## config.mk

```make
export PLATFORM = sky130hd
export DESIGN_NAME = pwm_capture
export DESIGN_NICKNAME = d
export VERILOG_FILES = /design/src/rtl/pwm_pkg.sv /design/src/rtl/pwm_in_filter.sv /design/src/rtl/pwm_capture.sv
export SDC_FILE = /design/constraint.sdc
export NUM_CORES = 1
export LEC_CHECK = 0
export CAP_MARGIN = 10
export CORE_MARGIN = 5
export CORE_UTILIZATION = 40
export CTS_BUF_LIST = sky130_fd_sc_hd__clkbuf_8
export CTS_CLUSTER_DIAMETER = 200
export CTS_CLUSTER_SIZE = 30
export DETAILED_ROUTE_END_ITERATION = 16
export MAX_ROUTING_LAYER = met4
export PLACE_DENSITY = 0.63
export SETUP_SLACK_MARGIN = 0.5
export SLEW_MARGIN = 20
export SYNTH_ARGS = -nofsm -noshare
export SYNTH_HDL_FRONTEND = slang
export SYNTH_SLANG_ARGS = --single-unit
```

## constraint.sdc

```tcl
create_clock -name clk -period 2.7 [get_ports clk]
set_input_delay 0.54 -clock clk [delete_from_list [all_inputs] [get_ports clk]]
set_output_delay 0.54 -clock clk [all_outputs]
set_load 0.1 [all_outputs]
```

## src/rtl/pwm_pkg.sv

```systemverilog
// Shared PWM definitions. The PWM generators use the same package, so duty
// values mean the same thing on both sides: a high time in clk cycles.
package pwm_pkg;

    localparam int CLK_HZ         = 50_000_000;
    localparam int CYC_PER_MS     = 50_000;
    localparam int PWM_PERIOD_CYC = 1_000_000;
    localparam int DUTY_W         = 20;

    typedef enum logic [1:0] {
        SYNC = 2'd0,
        HIGH = 2'd1,
        LOW  = 2'd2
    } cap_state_e;

    // Clamp a cycle count to the duty field width.
    function automatic logic [DUTY_W-1:0] sat20(input logic [31:0] v);
        logic [31:0] duty_max;
        duty_max = (32'd1 << DUTY_W) - 32'd1;
        if (v > duty_max) return '1;
        else              return v[DUTY_W-1:0];
    endfunction

endpackage

```

## src/rtl/pwm_in_filter.sv

```systemverilog
// Input conditioning for pwm_capture: 2-flop synchronizer, optional deglitch
// filter (PWM_CAPTURE_DEGLITCH_EN), then edge detection on the clean level s.
module pwm_in_filter #(
    parameter int DEGLITCH_LEN = 4
) (
    input  logic clk,
    input  logic rst_n,
    input  logic pwm_in,
    output logic s,
    output logic rise,
    output logic fall
);

`ifdef PWM_CAPTURE_DEGLITCH_EN
    localparam bit FILT_ON = 1'b1;
`else
    localparam bit FILT_ON = 1'b0;
`endif

    logic [1:0] sync_q;
    logic       s_d;

    // Two-flop synchronizer for the asynchronous board input.
    always_ff @(posedge clk or negedge rst_n) begin
        if (!rst_n) sync_q <= '0;
        else        sync_q <= {sync_q[0], pwm_in};
    end

    if (FILT_ON && DEGLITCH_LEN > 0) begin : g_dg
        localparam int CW = $clog2(DEGLITCH_LEN + 1);
        logic          lvl;
        logic [CW-1:0] dg_cnt;

        // Flip the level only after DEGLITCH_LEN consecutive differing samples.
        always_ff @(posedge clk or negedge rst_n) begin
            if (!rst_n) begin
                lvl    <= 1'b0;
                dg_cnt <= '0;
            end else if (sync_q[1] != lvl) begin
                if (dg_cnt == CW'(DEGLITCH_LEN - 1)) begin
                    lvl    <= sync_q[1];
                    dg_cnt <= '0;
                end else begin
                    dg_cnt <= dg_cnt + CW'(1);
                end
            end else begin
                dg_cnt <= '0;
            end
        end
        assign s = lvl;
    end else begin : g_raw
        assign s = sync_q[1];
    end

    // One-cycle history of the clean level for edge detection.
    always_ff @(posedge clk or negedge rst_n) begin
        if (!rst_n) s_d <= 1'b0;
        else        s_d <= s;
    end

    assign rise = s & ~s_d;
    assign fall = ~s & s_d;

endmodule

```

## src/rtl/pwm_capture.sv

```systemverilog
// PWM capture: measures high time and rising-to-rising period of pwm_in in
// clk cycles and publishes both once per period with a one-cycle strobe.
// Loss of signal (no completed period within TIMEOUT) sets sticky signal_lost.
// Optional macro PWM_CAPTURE_DEGLITCH_EN enables the input deglitch filter.
module pwm_capture
    import pwm_pkg::*;
#(
    parameter int CNT_W        = 21,
    parameter int TIMEOUT      = 1_250_000,
    parameter int DEGLITCH_LEN = 4
) (
    input  logic              clk,
    input  logic              rst_n,
    input  logic              pwm_in,
    output logic [DUTY_W-1:0] duty,
    output logic [CNT_W-1:0]  period,
    output logic              duty_valid,
    output logic              signal_lost
);

    localparam logic [CNT_W-1:0] TMO = CNT_W'(TIMEOUT);

    cap_state_e       state, state_nxt;
    logic [CNT_W-1:0] hi_cnt, per_cnt, hi_len;
    logic             s, rise, fall;
    logic             start, publish, tmo, latch_hi;

    pwm_in_filter #(.DEGLITCH_LEN(DEGLITCH_LEN)) u_filt (
        .clk    (clk),
        .rst_n  (rst_n),
        .pwm_in (pwm_in),
        .s      (s),
        .rise   (rise),
        .fall   (fall)
    );

    // State register.
    always_ff @(posedge clk or negedge rst_n) begin
        if (!rst_n) state <= SYNC;
        else        state <= state_nxt;
    end

    // Next state and datapath controls; an edge on the timeout cycle wins.
    always_comb begin
        state_nxt = state;
        start     = 1'b0;
        publish   = 1'b0;
        tmo       = 1'b0;
        latch_hi  = 1'b0;
        case (state)
            SYNC: begin
                if (rise) begin
                    start     = 1'b1;
                    state_nxt = HIGH;
                end
            end
            HIGH: begin
                if (per_cnt == TMO) begin
                    tmo       = 1'b1;
                    state_nxt = SYNC;
                end else if (fall) begin
                    latch_hi  = 1'b1;
                    state_nxt = LOW;
                end
            end
            LOW: begin
                if (rise) begin
                    publish   = 1'b1;
                    start     = 1'b1;
                    state_nxt = HIGH;
                end else if (per_cnt == TMO) begin
                    tmo       = 1'b1;
                    state_nxt = SYNC;
                end
            end
            default: state_nxt = SYNC;
        endcase
    end

    // Counters, latched high time and published outputs.
    always_ff @(posedge clk or negedge rst_n) begin
        if (!rst_n) begin
            hi_cnt      <= '0;
            per_cnt     <= '0;
            hi_len      <= '0;
            duty        <= '0;
            period      <= '0;
            duty_valid  <= 1'b0;
            signal_lost <= 1'b1;
        end else begin
            duty_valid <= publish;
            if (publish) begin
                duty        <= sat20(32'(hi_len));
                period      <= per_cnt;
                signal_lost <= 1'b0;
            end
            if (tmo) signal_lost <= 1'b1;
            if (latch_hi) hi_len <= hi_cnt;
            if (start) begin
                hi_cnt  <= CNT_W'(1);
                per_cnt <= CNT_W'(1);
            end else if (state == HIGH || state == LOW) begin
                if (per_cnt != TMO) per_cnt <= per_cnt + CNT_W'(1);
                if (state == HIGH && s) hi_cnt <= hi_cnt + CNT_W'(1);
            end
        end
    end

endmodule

```

Word level (Yosys, flattened, before mapping):

Cells that the tools add are included.
W data, S select, Z words.

* register bits after elaboration: 111
* bits in latches: 0
* bits in writable memories: 0
* bits in read-only memories: 0
* input port bits: 3
* word-level logic and storage cells: 59
* memories: 0

* add/sub/neg operators: 2
* multipliers: 0
* div/mod/pow operators: 0
* $lt $le $gt $ge: 1
* equal/unequal tests: 7
* shift-type cells: 0
* mux-type cells: 24
* bitwise operators: 4
* reduce and logical (&&, ||, !) cells: 11

Operators with widths (count)
* $mux W21: 6
* $add A21 B1 Y21 const B: 2
* $eq A21 B21 Y1 const B: 1
* $gt A21 B20 Y1 const B: 1
* $ne A21 B21 Y1 const B: 1
* $mux W20: 1
* $mux W1: 10
* $mux W2: 5
* $reduce_bool A2 Y1: 4
* $ne A3 B3 Y1 const B: 2
* $pmux W2 S3: 1
* $reduce_and A2 Y1: 2
* $reduce_and A3 Y1: 1
* $and A1 B1 Y1: 2
* $eq A2 B1 Y1 const B: 1
* $eq A2 B2 Y1 const B: 1
* $logic_not A2 Y1: 1
* $ne A2 B2 Y1 const B: 1
* $not A1 Y1: 2
* $pmux W1 S2: 1
* $reduce_or A2 Y1: 1
* $logic_and A1 B1 Y1: 1
* $logic_or A1 B1 Y1: 1

Depth between registers and ports, before layout:

Gate-level depths: netlist of run 1.

* depth in word-level cells: 6
* mapped depth: 8
* depth with buffers taken out: 7

Modules after synthesis:

A second synthesis of run 1 with hierarchy kept.

* cell total of the unflattened synthesis: 452
* area, all modules: 4890.9 um2

Modules (own cells, without submodules)
* pwm_capture: instances 1, cells an instance 447, area each 4800.9 um2, seq. area each 2703.8 um2
* pwm_in_filter: instances 1, cells an instance 5, area each 90.1 um2, seq. area each 75.1 um2

Worst setup path after synthesis of run 1:

Ideal clock, no wire load.

* path kind: register to register
* start point: register per_cnt[0]
* end point: register hi_len[0]
* data arrival time: 1.840 ns
* setup slack: 0.733 ns
* cell stages (with the launch flop): 8
* buffers on the path: 1
* cells stage by stage: dfrtp_1 -> inv_1 -> ha_1 -> nor4bb_1 -> nand4_1 -> nand4b_2 -> buf_6 -> mux2_1

* longest elaborated chain between the ends: 3

Ends and longest elaborated chain
* from (decl): line pwm_capture.sv:24 `logic [CNT_W-1:0] hi_cnt, per_cnt, hi_len;`
* from (signal assigned): line pwm_capture.sv:103 `if (per_cnt != TMO) per_cnt <= per_cnt + CNT_W'(1);`
* $eq A21 B21 Y1: line pwm_capture.sv:58 `if (per_cnt == TMO) begin`
* $mux W1: line pwm_capture.sv:58
* $mux W1: line pwm_capture.sv:50 `case (state)`
* to (signal assigned): line pwm_capture.sv:98 `if (latch_hi) hi_len <= hi_cnt;`
* to (decl): line pwm_capture.sv:24

Every way passes these cells.
A chain may end at the register's enable or synchronous reset.

Final worst setup path of run 1:

* start point: register per_cnt[11]
* end point: register hi_len[18]

Same word-level chain as after synthesis.

==> impl_metrics.yaml, run 1 <==
run:
  drv_cap: 0
drt:
  drt_iter0_markers: 171
  vias: 3462
  drc_errors: 0
  totalWireLength_um: 10050
  dr.pass1.iters: 4
  drtAntennaViolNets: 0
  via_per_inst: 5.106
  avgRoutedWirePerCell_um: 14.82
clock_network:
  ctsHtreeMaxLevel: 3
  cts_hold_buf: 0
  cts_root_buffer: "clkbuf_8"
  cts.clk_slew.worst_paths_ns: 0.11
  cts_buffers: 9
  max-clock-path-buffers: 2
  cts_tree: "yes"
  insertion_delay_ns: 0.39
  clock-sinks: 111
logic_synthesis:
  synth.cell_area_um2: 4902
  synth_top_family_by_area: "simple AND/OR/NAND/NOR gates"
  synth_cells: 478
  synthSimpleGateAreaFrac: 0.2187
  synth-async-reset-ratio: 1.000
  synthTopCellsByArea: "dfrtp_1 (56%), nand2_1 (7.5%), mux2_1 (4.6%), nor2_1 (4.1%), xor2_1 (3.8%)"
  ys_warn_count: 0
  synth_top_cell_by_area: "dfrtp_1"
  yosys.area.top_type_share: 0.5615
  ys_types: 47
  ys.flop_type: "dfrtp_1"
  synthMuxAreaShare: 0.05232
  synthAdderAreaFrac: 0.01787
  syn_area_per_cell_um2: 10.26
  synth-seq-cells: 111
  synth_nets: 488
  synth_sequential_area_ratio: 0.5669
  synth_edf_count: 0
  synth_compound_area_frac: 0.06406
  synth_xor_area_frac: 0.05360
placed_design:
  port-buffer-count: 45
  gp_congestion: 0.8688
  place_hpwl_um: 6917
  pre_cts_slack_ns: 0.4046
  placedCellCount: 658
final_layout:
  syn_to_final_growth_pct: 16.33
  layout_common_cells: "dfrtp_1 (110), nand2_1 (97), buf_4 (56)"
  n_antenna_cell: 0
  drive_gt1_frac: 0.1733
  final_nets: 536
  register_area_um2: 2779
  final_common_cell: "dfrtp_1"
  multi_input_area_um2: 2031
  fillers: 1175
  finalNonFillerCells: 678
worst_setup_path:
  cp.required_ns: 2.97
  worst_setup_path_start_kind: "flip-flop"
  path_max_fanout: 21
  rr_worst_depth: 5
  end_kind: "flip-flop"
  cp_data_arrival_time_ns: 2.30
  crit_type: "reg2reg"
timing:
  fin_tns_setup_ns: 0
  finalHoldViolCount: 0
  worstMarginPinSlew_ns: 0.7369
  layout_setup_ws_ns: 0.6647
  setup_viol: 0
  finalCritPeriodShare: 0.7538
  max_clock_freq_ghz: 0.4913
  relSlewSlack: 0.5035
  rsz0062_at_grt: "no"
  finalCriticalPeriod_ns: 2.035
  finalMaxSlewViolations: 0
  fin_skew_ns: 0.01164
  worst_hold_slack_ns: 0.1671
global_routing:
  grt-ovfl-total: 0
  antenna_found_initial: 0
  grt_pass1_vias: 3582
  grt_usage: 0.1522
  grt_pass1_wl_um: 17190
  grt_max_degree: 49
floorplanning:
  core_um2: 12010
  fp.dieArea_um2: 14570
  initial_core_util: 0.4081
  die_h_um: 120.7
  io_pins: 46
  rows: 40
  die_w_um: 120.7
worst_hold_path:
  hold_path.class: "in2async"
power_and_ir_drop:
  ir_worst_vdd_mv: 0.4250
  power.switching_mw: 1.545
  combPwrFrac: 0.275
  power.share.sequential: 0.461
  p_per_area_nw_per_um2: 732.5
  p_sw_frac: 0.3698
  p_leak_nw: 2.749
  intPower_mw: 2.633
  totalPowerFinal_mw: 4.178
  clkPwrFrac: 0.263
outcome:
  outcome: "completed"
-- what timing repair did --
item / in CTS / in global routing
pin swaps: 1 / 1
endpoints found under the setup margin: 22 / 34
gates resized for setup: 2 / 5
setup buffers: 2 / 2
cloned: 0 / 0
-- worst paths after layout --
check,start,end,slack (ns)
worst max register to register,per_cnt[11],hi_len[18],0.66
worst max-delay path,per_cnt[11],hi_len[18],0.66
min in group clk,u_filt.sync_q[0],u_filt.sync_q[1],0.37
worst min register to register,u_filt.sync_q[0],u_filt.sync_q[1],0.37
worst min-delay path,rst_n,hi_len[10],0.17
max in group asynchronous,rst_n,signal_lost,1.81
-- cell usage after synthesis (2+ instances only) --
cell	instances
mux2_1	20
nor3_1	5
nand4_1	14
or3_1	8
dfrtp_1	110
clkbuf_1	16
nand2b_1	2
ha_1	7
o21bai_1	2
nor4_1	2
nand4_2	2
a21oi_1	10
nand2_1	98
a211oi_2	2
buf_6	3
xor2_1	21
and4_1	3
and3_1	5
or4_1	3
nor2b_1	2
nand4b_1	2
nand3_1	15
mux2i_1	2
nor2_1	54
o21ai_0	34
xnor2_1	9
o31ai_1	2
inv_1	6
-- sequential cells by signal (all words and copies together), names as in the netlist --
register	cells
duty	20
duty_valid	1
hi_cnt	21
hi_len	21
per_cnt	21
period	21
signal_lost	1
state	2
u_filt.s_d	1
u_filt.sync_q	2
-- through the flow --
step	util	area, um^2
detailed placement	0.4505	5411
finish	0.4748	5703
CTS	0.4710	5658
global route	0.4748	5703
floorplan	-	4902
global placement	0.4505	5411
-- logic make-up after synthesis --
kind of cell,after synthesis
buffers and inverters,28
muxes,23
DFF,111
and+or+nand+nor,224
AOI/OAI and AO/OA,55
xor gates and xnor gates,30
adders and majority gates,7
-- power by group through the flow --
stage	clock network [mW]	registers, mW	logic, mW
floorplan	0	2.29	0.528
global placement	0	1.95	1.12
detailed placement	0	1.96	1.14
CTS	1.13	1.93	1.15
global route	1.21	1.95	1.24
finish	1.10	1.93	1.15
-- layer usage --
layer / wire length (um) / track usage / up-vias
met5: 0 / - / -
met3: 307 / 0.04677 / 11
met4: 90 / 0.03612 / 0
li1: - / - / 1715
met1: 4400 / 0.1678 / 1695
met2: 5253 / 0.2703 / 41
-- worst max-delay path: stages, from the launching register on --
cell and delay (ns):
dfrtp_1 0.49, nor4bb_2 0.48, nand4_1 0.22, nand4b_2 0.16
buf_8 0.21, mux2_1 0.35
-- area by class of cell --
type	instances	area share
Multi-Input combinational cell	339	0.3561
Sequential cell	111	0.4873
Timing Repair Buffer	59	0.08161
Clock inverter	7	0.01711
Tap cell	147	0.03225
Clock buffer	9	0.02172
Inverter	6	0.003949
No activity file was read; power rests on OpenSTA's default activity.
==> run 2, diff against run 1 <==
PLACE_DENSITY = 0.65   (was 0.63)
clock period = 1.85 ns   (was 2.7 ns; I/O delays follow)
==> impl_metrics.yaml, run 2 (same netlist as run 1, synthesis figures left out) <==
outcome:
  outcome: "complete, but fails checks"
  violations: "negative setup slack"
timing:
  finalHoldViolCount: 0
  fin_tns_setup_ns: -2.298
  rsz0062_at_grt: "yes"
  worstMarginPinSlew_ns: 0.3767
  worst_hold_slack_ns: 0.3559
  finalCritPeriodShare: 1.076
  setup_viol: 27
  layout_setup_ws_ns: -0.1397
  fin_skew_ns: 0.009590
  finalMaxSlewViolations: 0
  relSlewSlack: 0.7488
  finalCriticalPeriod_ns: 1.990
  max_clock_freq_ghz: 0.5026
placed_design:
  placedCellCount: 692
  gp_congestion: 0.7866
  port-buffer-count: 45
  place_hpwl_um: 7538
  dpl-instance-area_um2: 6401
  pre_cts_slack_ns: -0.02362
worst_hold_path:
  hold_path.class: "reg2reg"
  hold_path_end: "u_filt.sync_q[1]"
  min_path_cells: 0
  hp-start: "u_filt.sync_q[0]"
worst_setup_path:
  cp_data_arrival_time_ns: 2.26
  cp.required_ns: 2.12
  r2r-start: "per_cnt[15]"
  crit_type: "reg2reg"
  rr_worst_depth: 6
  end_kind: "flip-flop"
  worst_setup_path_start_kind: "flip-flop"
  r2r_end: "hi_len[14]"
  rrSetupSlack_ns: -0.14
  path_max_fanout: 7
floorplanning:
  rows: 40
  die_h_um: 120.7
  fp.dieArea_um2: 14570
  die_w_um: 120.7
  io_pins: 46
  initial_core_util: 0.4081
  core_um2: 12010
final_layout:
  fillers: 899
  drive_gt1_frac: 0.4484
  register_area_um2: 2786
  finalInstanceArea_um2: 7796
  multi_input_area_um2: 2621
  n_antenna_cell: 0
  final_common_cell: "dfrtp_1"
  syn_to_final_growth_pct: 59.04
  final_nets: 625
  utilization: 0.6491
  finalNonFillerCells: 767
  layout_common_cells: "dfrtp_1 (104), nand2_1 (71), buf_4 (54)"
global_routing:
  antenna_found_initial: 0
  grt_pass1_vias: 4012
  grt_max_degree: 44
  grt-ovfl-total: 0
  grt_pass1_wl_um: 19500
  grt_usage: 0.1710
power_and_ir_drop:
  p_leak_nw: 3.616
  p_per_area_nw_per_um2: 992.8
  totalPowerFinal_mw: 7.740
  ir_worst_vdd_mv: 0.5539
clock_network:
  cts_tree: "yes"
  ctsHtreeMaxLevel: 3
  insertion_delay_ns: 0.39
  cts_buffers: 9
  cts_root_buffer: "clkbuf_8"
  max-clock-path-buffers: 2
  clock-sinks: 111
  cts.clk_slew.worst_paths_ns: 0.10
drt:
  via_per_inst: 5.181
  drt_iter0_markers: 200
  drc_errors: 0
  avgRoutedWirePerCell_um: 16.67
  dr.pass1.iters: 4
  totalWireLength_um: 12790
  drtAntennaViolNets: 0
  vias: 3974
run:
  drv_cap: 0
==> run 2: cell types whose count changed in the layout (fill, tap and decap cells not counted), moves of 7 or more <==
| cell | delta |
|---|---|
| a21oi_1 | -7 |
| a21oi_2 | +7 |
| buf_12 | +49 |
| buf_6 | +30 |
| mux2_1 | -8 |
| mux2_4 | +8 |
| nand2_1 | -26 |
| nand2_2 | +14 |
| nand2_4 | +11 |
| nand3_1 | -8 |
| o21ai_0 | -28 |
| o21ai_1 | +17 |
| o21ai_2 | +11 |
==> run 2: layer usage <==
layer,routed length [um],part of all wire,GRT usage,vias up
met5,0,0,-,-
met4,302,0.024,0.03966,0
met3,374,0.029,0.04443,25
met2,6935,0.54,0.2948,70
met1,5175,0.40,0.2017,1984
li1,-,-,-,1895
==> run 2: timing repair <==
item / 4_1_cts / 5_1_grt
pin swaps: 50 / 43
endpoints found under the setup margin: 151 / 151
gates cloned: 1 / 9
hold buffers: 1 / 0
gates resized for setup: 61 / 121
buffers inserted: 30 / 18
endpoints found under the hold margin: 26 / 0
==> run 2: worst max path at each step <==
stage	from	to	slack, ns	depth (start not counted)
after floorplan	per_cnt[15]	hi_len[0]	0.08	6
after global placement	per_cnt[15]	hi_len[15]	0.02	6
after detailed placement	per_cnt[15]	hi_len[15]	-0.02	6
after CTS	per_cnt[15]	hi_len[6]	-0.02	6
after global routing	per_cnt[15]	hi_len[14]	-0.25	6
final	per_cnt[15]	hi_len[14]	-0.14	6
==> run 2: where the power goes <==
part / total, mW / internal, mW / switching [mW]
Combinational: 3.45 / 1.66 / 1.79
Sequential: 2.81 / 2.63 / 0.189
Clock: 1.47 / 0.659 / 0.813
==> run 2: critical path, cell delays in order (launching register included) <==
cell and delay (ns):
dfrtp_1 0.42, nor4b_4 0.30, nor2b_4 0.19, nand4_1 0.20, nand4b_4 0.25, clkbuf_16 0.18, mux2_1 0.33
==> run 2: cell type report <==
type	count	share of cell area
clock inverter	6	0.007703
timing repair buffer	147	0.2542
tap	147	0.02359
inverter	6	0.003210
multi-input combinational	340	0.3362
clock buffer	10	0.01765
sequential	111	0.3574
==> run 3, diff against run 2 <==
ABC_AREA = 1   (was default)
==> impl_metrics.yaml, run 3 <==
drt:
  vias: 5347
  drt_iter0_markers: 542
  via_per_inst: 5.217
  totalWireLength_um: 17420
  drtAntennaViolNets: 0
  dr.pass1.iters: 6
  drc_errors: 0
  avgRoutedWirePerCell_um: 17.00
worst_setup_path:
  path_max_fanout: 6
  cp_num_buf_inv: 3
  rrSetupSlack_ns: 0.13
  slowest_stage: "dfrtp_1"
  crit_type: "reg2reg"
  cp.required_ns: 2.19
  cp_top_family: "simple AND/OR/NAND/NOR gates"
  r2r_end: "per_cnt[20]"
  path_cells: "inv_2 -> ha_4 -> nand2_4 -> nor3_4 -> nand3_4 -> buf_12 -> nand2_8 -> nand2_8 -> inv_8 -> nand2_1 -> nand2_1"
  rr_worst_depth: 11
  slowest_delay_ns: 0.43
  end_kind: "flip-flop"
  cp_data_arrival_time_ns: 2.06
  r2r-start: "per_cnt[0]"
  worst_setup_path_start_kind: "flip-flop"
final_layout:
  layout_common_cells: "nand2_1 (152), dfrtp_1 (88), buf_4 (83)"
  fillers: 940
  utilization: 0.6775
  multi_input_area_um2: 3142
  register_area_um2: 2806
  final_common_cell: "nand2_1"
  drive_gt1_frac: 0.4641
  final_nets: 854
  syn_to_final_growth_pct: 67.82
  n_antenna_cell: 0
clock_network:
  ctsHtreeMaxLevel: 3
  cts.clk_slew.worst_paths_ns: 0.12
  max-clock-path-buffers: 2
  cts_buffers: 9
  cts_root_buffer: "clkbuf_8"
  clock-sinks: 111
  insertion_delay_ns: 0.41
  cts_tree: "yes"
logic_synthesis:
  synth_sequential_area_ratio: 0.5239
  synth_xor_area_frac: 0.01982
  synthTopCellsByArea: "dfrtp_1 (52%), nand2_1 (15%), o21ai_0 (6.7%), nor2_1 (6.4%), nand3_1 (3.2%)"
  ys_types: 31
  synth_top_family_by_area: "simple AND/OR/NAND/NOR gates"
  synth_compound_area_frac: 0.09012
  synth.cell_area_um2: 5304
  synth_cells: 668
  ys_warn_count: 0
  synthMuxAreaShare: 0
  synth_most_common_cell: "nand2_1"
  syn_area_per_cell_um2: 7.940
  synthAdderAreaFrac: 0.01651
  synth_nets: 678
  ys.flop_type: "dfrtp_1"
  synth_top_cell_by_area: "dfrtp_1"
  synth_commonest_cells: "nand2_1 (216), dfrtp_1 (110), nor2_1 (91)"
  synth-seq-cells: 111
  synth-async-reset-ratio: 1.000
  synth_edf_count: 0
  synthSimpleGateAreaFrac: 0.2949
  yosys.area.top_type_share: 0.5190
timing:
  finalCritPeriodShare: 0.9293
  worst_hold_slack_ns: 0.3611
  setup_viol: 0
  finalCriticalPeriod_ns: 1.719
  fin_tns_setup_ns: 0
  finalMaxSlewViolations: 0
  rsz0062_at_grt: "yes"
  finalHoldViolCount: 0
  max_clock_freq_ghz: 0.5817
  fin_skew_ns: 0.01430
  relSlewSlack: 0.5705
  worstMarginPinSlew_ns: 0.6443
global_routing:
  busiest_layer: "met2"
  grtUsageMet3: 0.03497
  grt_usage: 0.2037
  grt_pass1_vias: 4986
  grt_util_met1: 0.2696
  grt-ovfl-total: 0
  grt_pass1_wl_um: 25280
  grtUsageMet2: 0.3148
  grt_max_degree: 36
  antenna_found_initial: 0
floorplanning:
  die_h_um: 125.2
  die_w_um: 125.2
  fp.dieArea_um2: 15660
  io_pins: 46
  rows: 42
  core_um2: 13140
  initial_core_util: 0.4037
outcome:
  outcome: "completed"
run:
  drv_cap: 0
worst_hold_path:
  hp-start: "u_filt.sync_q[0]"
  hold_path_end: "u_filt.sync_q[1]"
  hold_path.class: "reg2reg"
  min_path_cells: 0
placed_design:
  port-buffer-count: 45
  place_hpwl_um: 9260
  gp_congestion: 0.9073
power_and_ir_drop:
  ir_worst_vdd_mv: 1.031
  p_leak_nw: 3.989
  p_per_area_nw_per_um2: 1000
## run 3: changes by cell type in the layout (fill, tap and decap cells not counted), sizes merged, moves of 10 or more
| cell | previous run | this run |
|---|---|---|
| buf | 139 | 169 |
| inv | 8 | 47 |
| mux2 | 21 | 0 |
| nand2 | 99 | 230 |
| nand3 | 16 | 35 |
| nor2 | 54 | 99 |
| o21ai | 35 | 79 |
| xor2 | 21 | 11 |
## run 3: timing repair
| action | 4_1_cts | 5_1_grt |
|---|---|---|
| gates cloned | 12 | 8 |
| setup endpoints to repair | 151 | 151 |
| gates resized for setup | 125 | 206 |
| endpoints found under the hold margin | 26 | 0 |
| hold buffers | 1 | 0 |
| pin swaps | 33 | 44 |
| buffers inserted | 59 | 41 |
## run 3: per-layer routing
metal / wire, um / share of wire
met4: 554 / 0.032
met2: 8543 / 0.49
met5: 0 / 0
met3: 1233 / 0.071
met1: 7091 / 0.41
## run 3: worst register-to-register path: cells and delay by family (launching register included)
family / cells / cell delay, ns
buf+inv: 3 / 0.34
simple gates: 7 / 0.77
flops: 1 / 0.43
fa+ha+maj: 1 / 0.13
## run 3: worst max path at each step
stage | depth (start not counted) | slack [ns] | endpoint | startpoint
after floorplan | 10 | 0.32 | per_cnt[11] | per_cnt[0]
after global placement | 9 | 0.18 | per_cnt[5] | per_cnt[0]
after detailed placement | 9 | 0.11 | per_cnt[14] | per_cnt[0]
after CTS | 9 | 0.26 | hi_cnt[20] | state[1]
after global routing | 8 | 0.05 | hi_cnt[20] | hi_cnt[1]
final | 11 | 0.13 | per_cnt[20] | per_cnt[0]
## run 3: kinds of logic (layout without fill, tap and decap cells)
| group | Yosys count | in the layout |
|---|---|---|
| flip-flops | 111 | 111 |
| AND/OR/NAND/NOR | 375 | 383 |
| adder cells (fa/ha/maj) | 7 | 7 |
| AO/OA/AOI/OAI | 95 | 95 |
| XOR/XNOR | 12 | 12 |
| buffers and inverters | 68 | 241 |
## run 3: layout make-up
cell class | count | area share
inverters | 46 | 0.02488
multi-input cells | 497 | 0.3530
repair buffers | 175 | 0.2543
clock buffers | 9 | 0.01392
repair inverters | 4 | 0.004920
flip-flops and latches | 111 | 0.3153
well taps | 176 | 0.02474
clock inverters | 7 | 0.008996
## run 3: power breakdown
group	switching, mW	internal [mW]	total, mW
Sequential	0.190	2.61	2.80
Combinational	2.66	1.87	4.53
Clock	0.926	0.646	1.57
## run 3: per-stage QoR
stage | instances | setup WS, ns | area (um^2) | power [mW]
CTS | 976 | 0.2597 | 7819 | 7.927
finish | 1025 | 0.1308 | 8901 | 8.904
detailed placement | 888 | 0.1095 | 6593 | 5.115
global route | 1025 | 0.05122 | 8901 | 9.238
global placement | 888 | 0.1811 | 6593 | 5.032
floorplan | 668 | 0.3151 | 5446 | 4.474
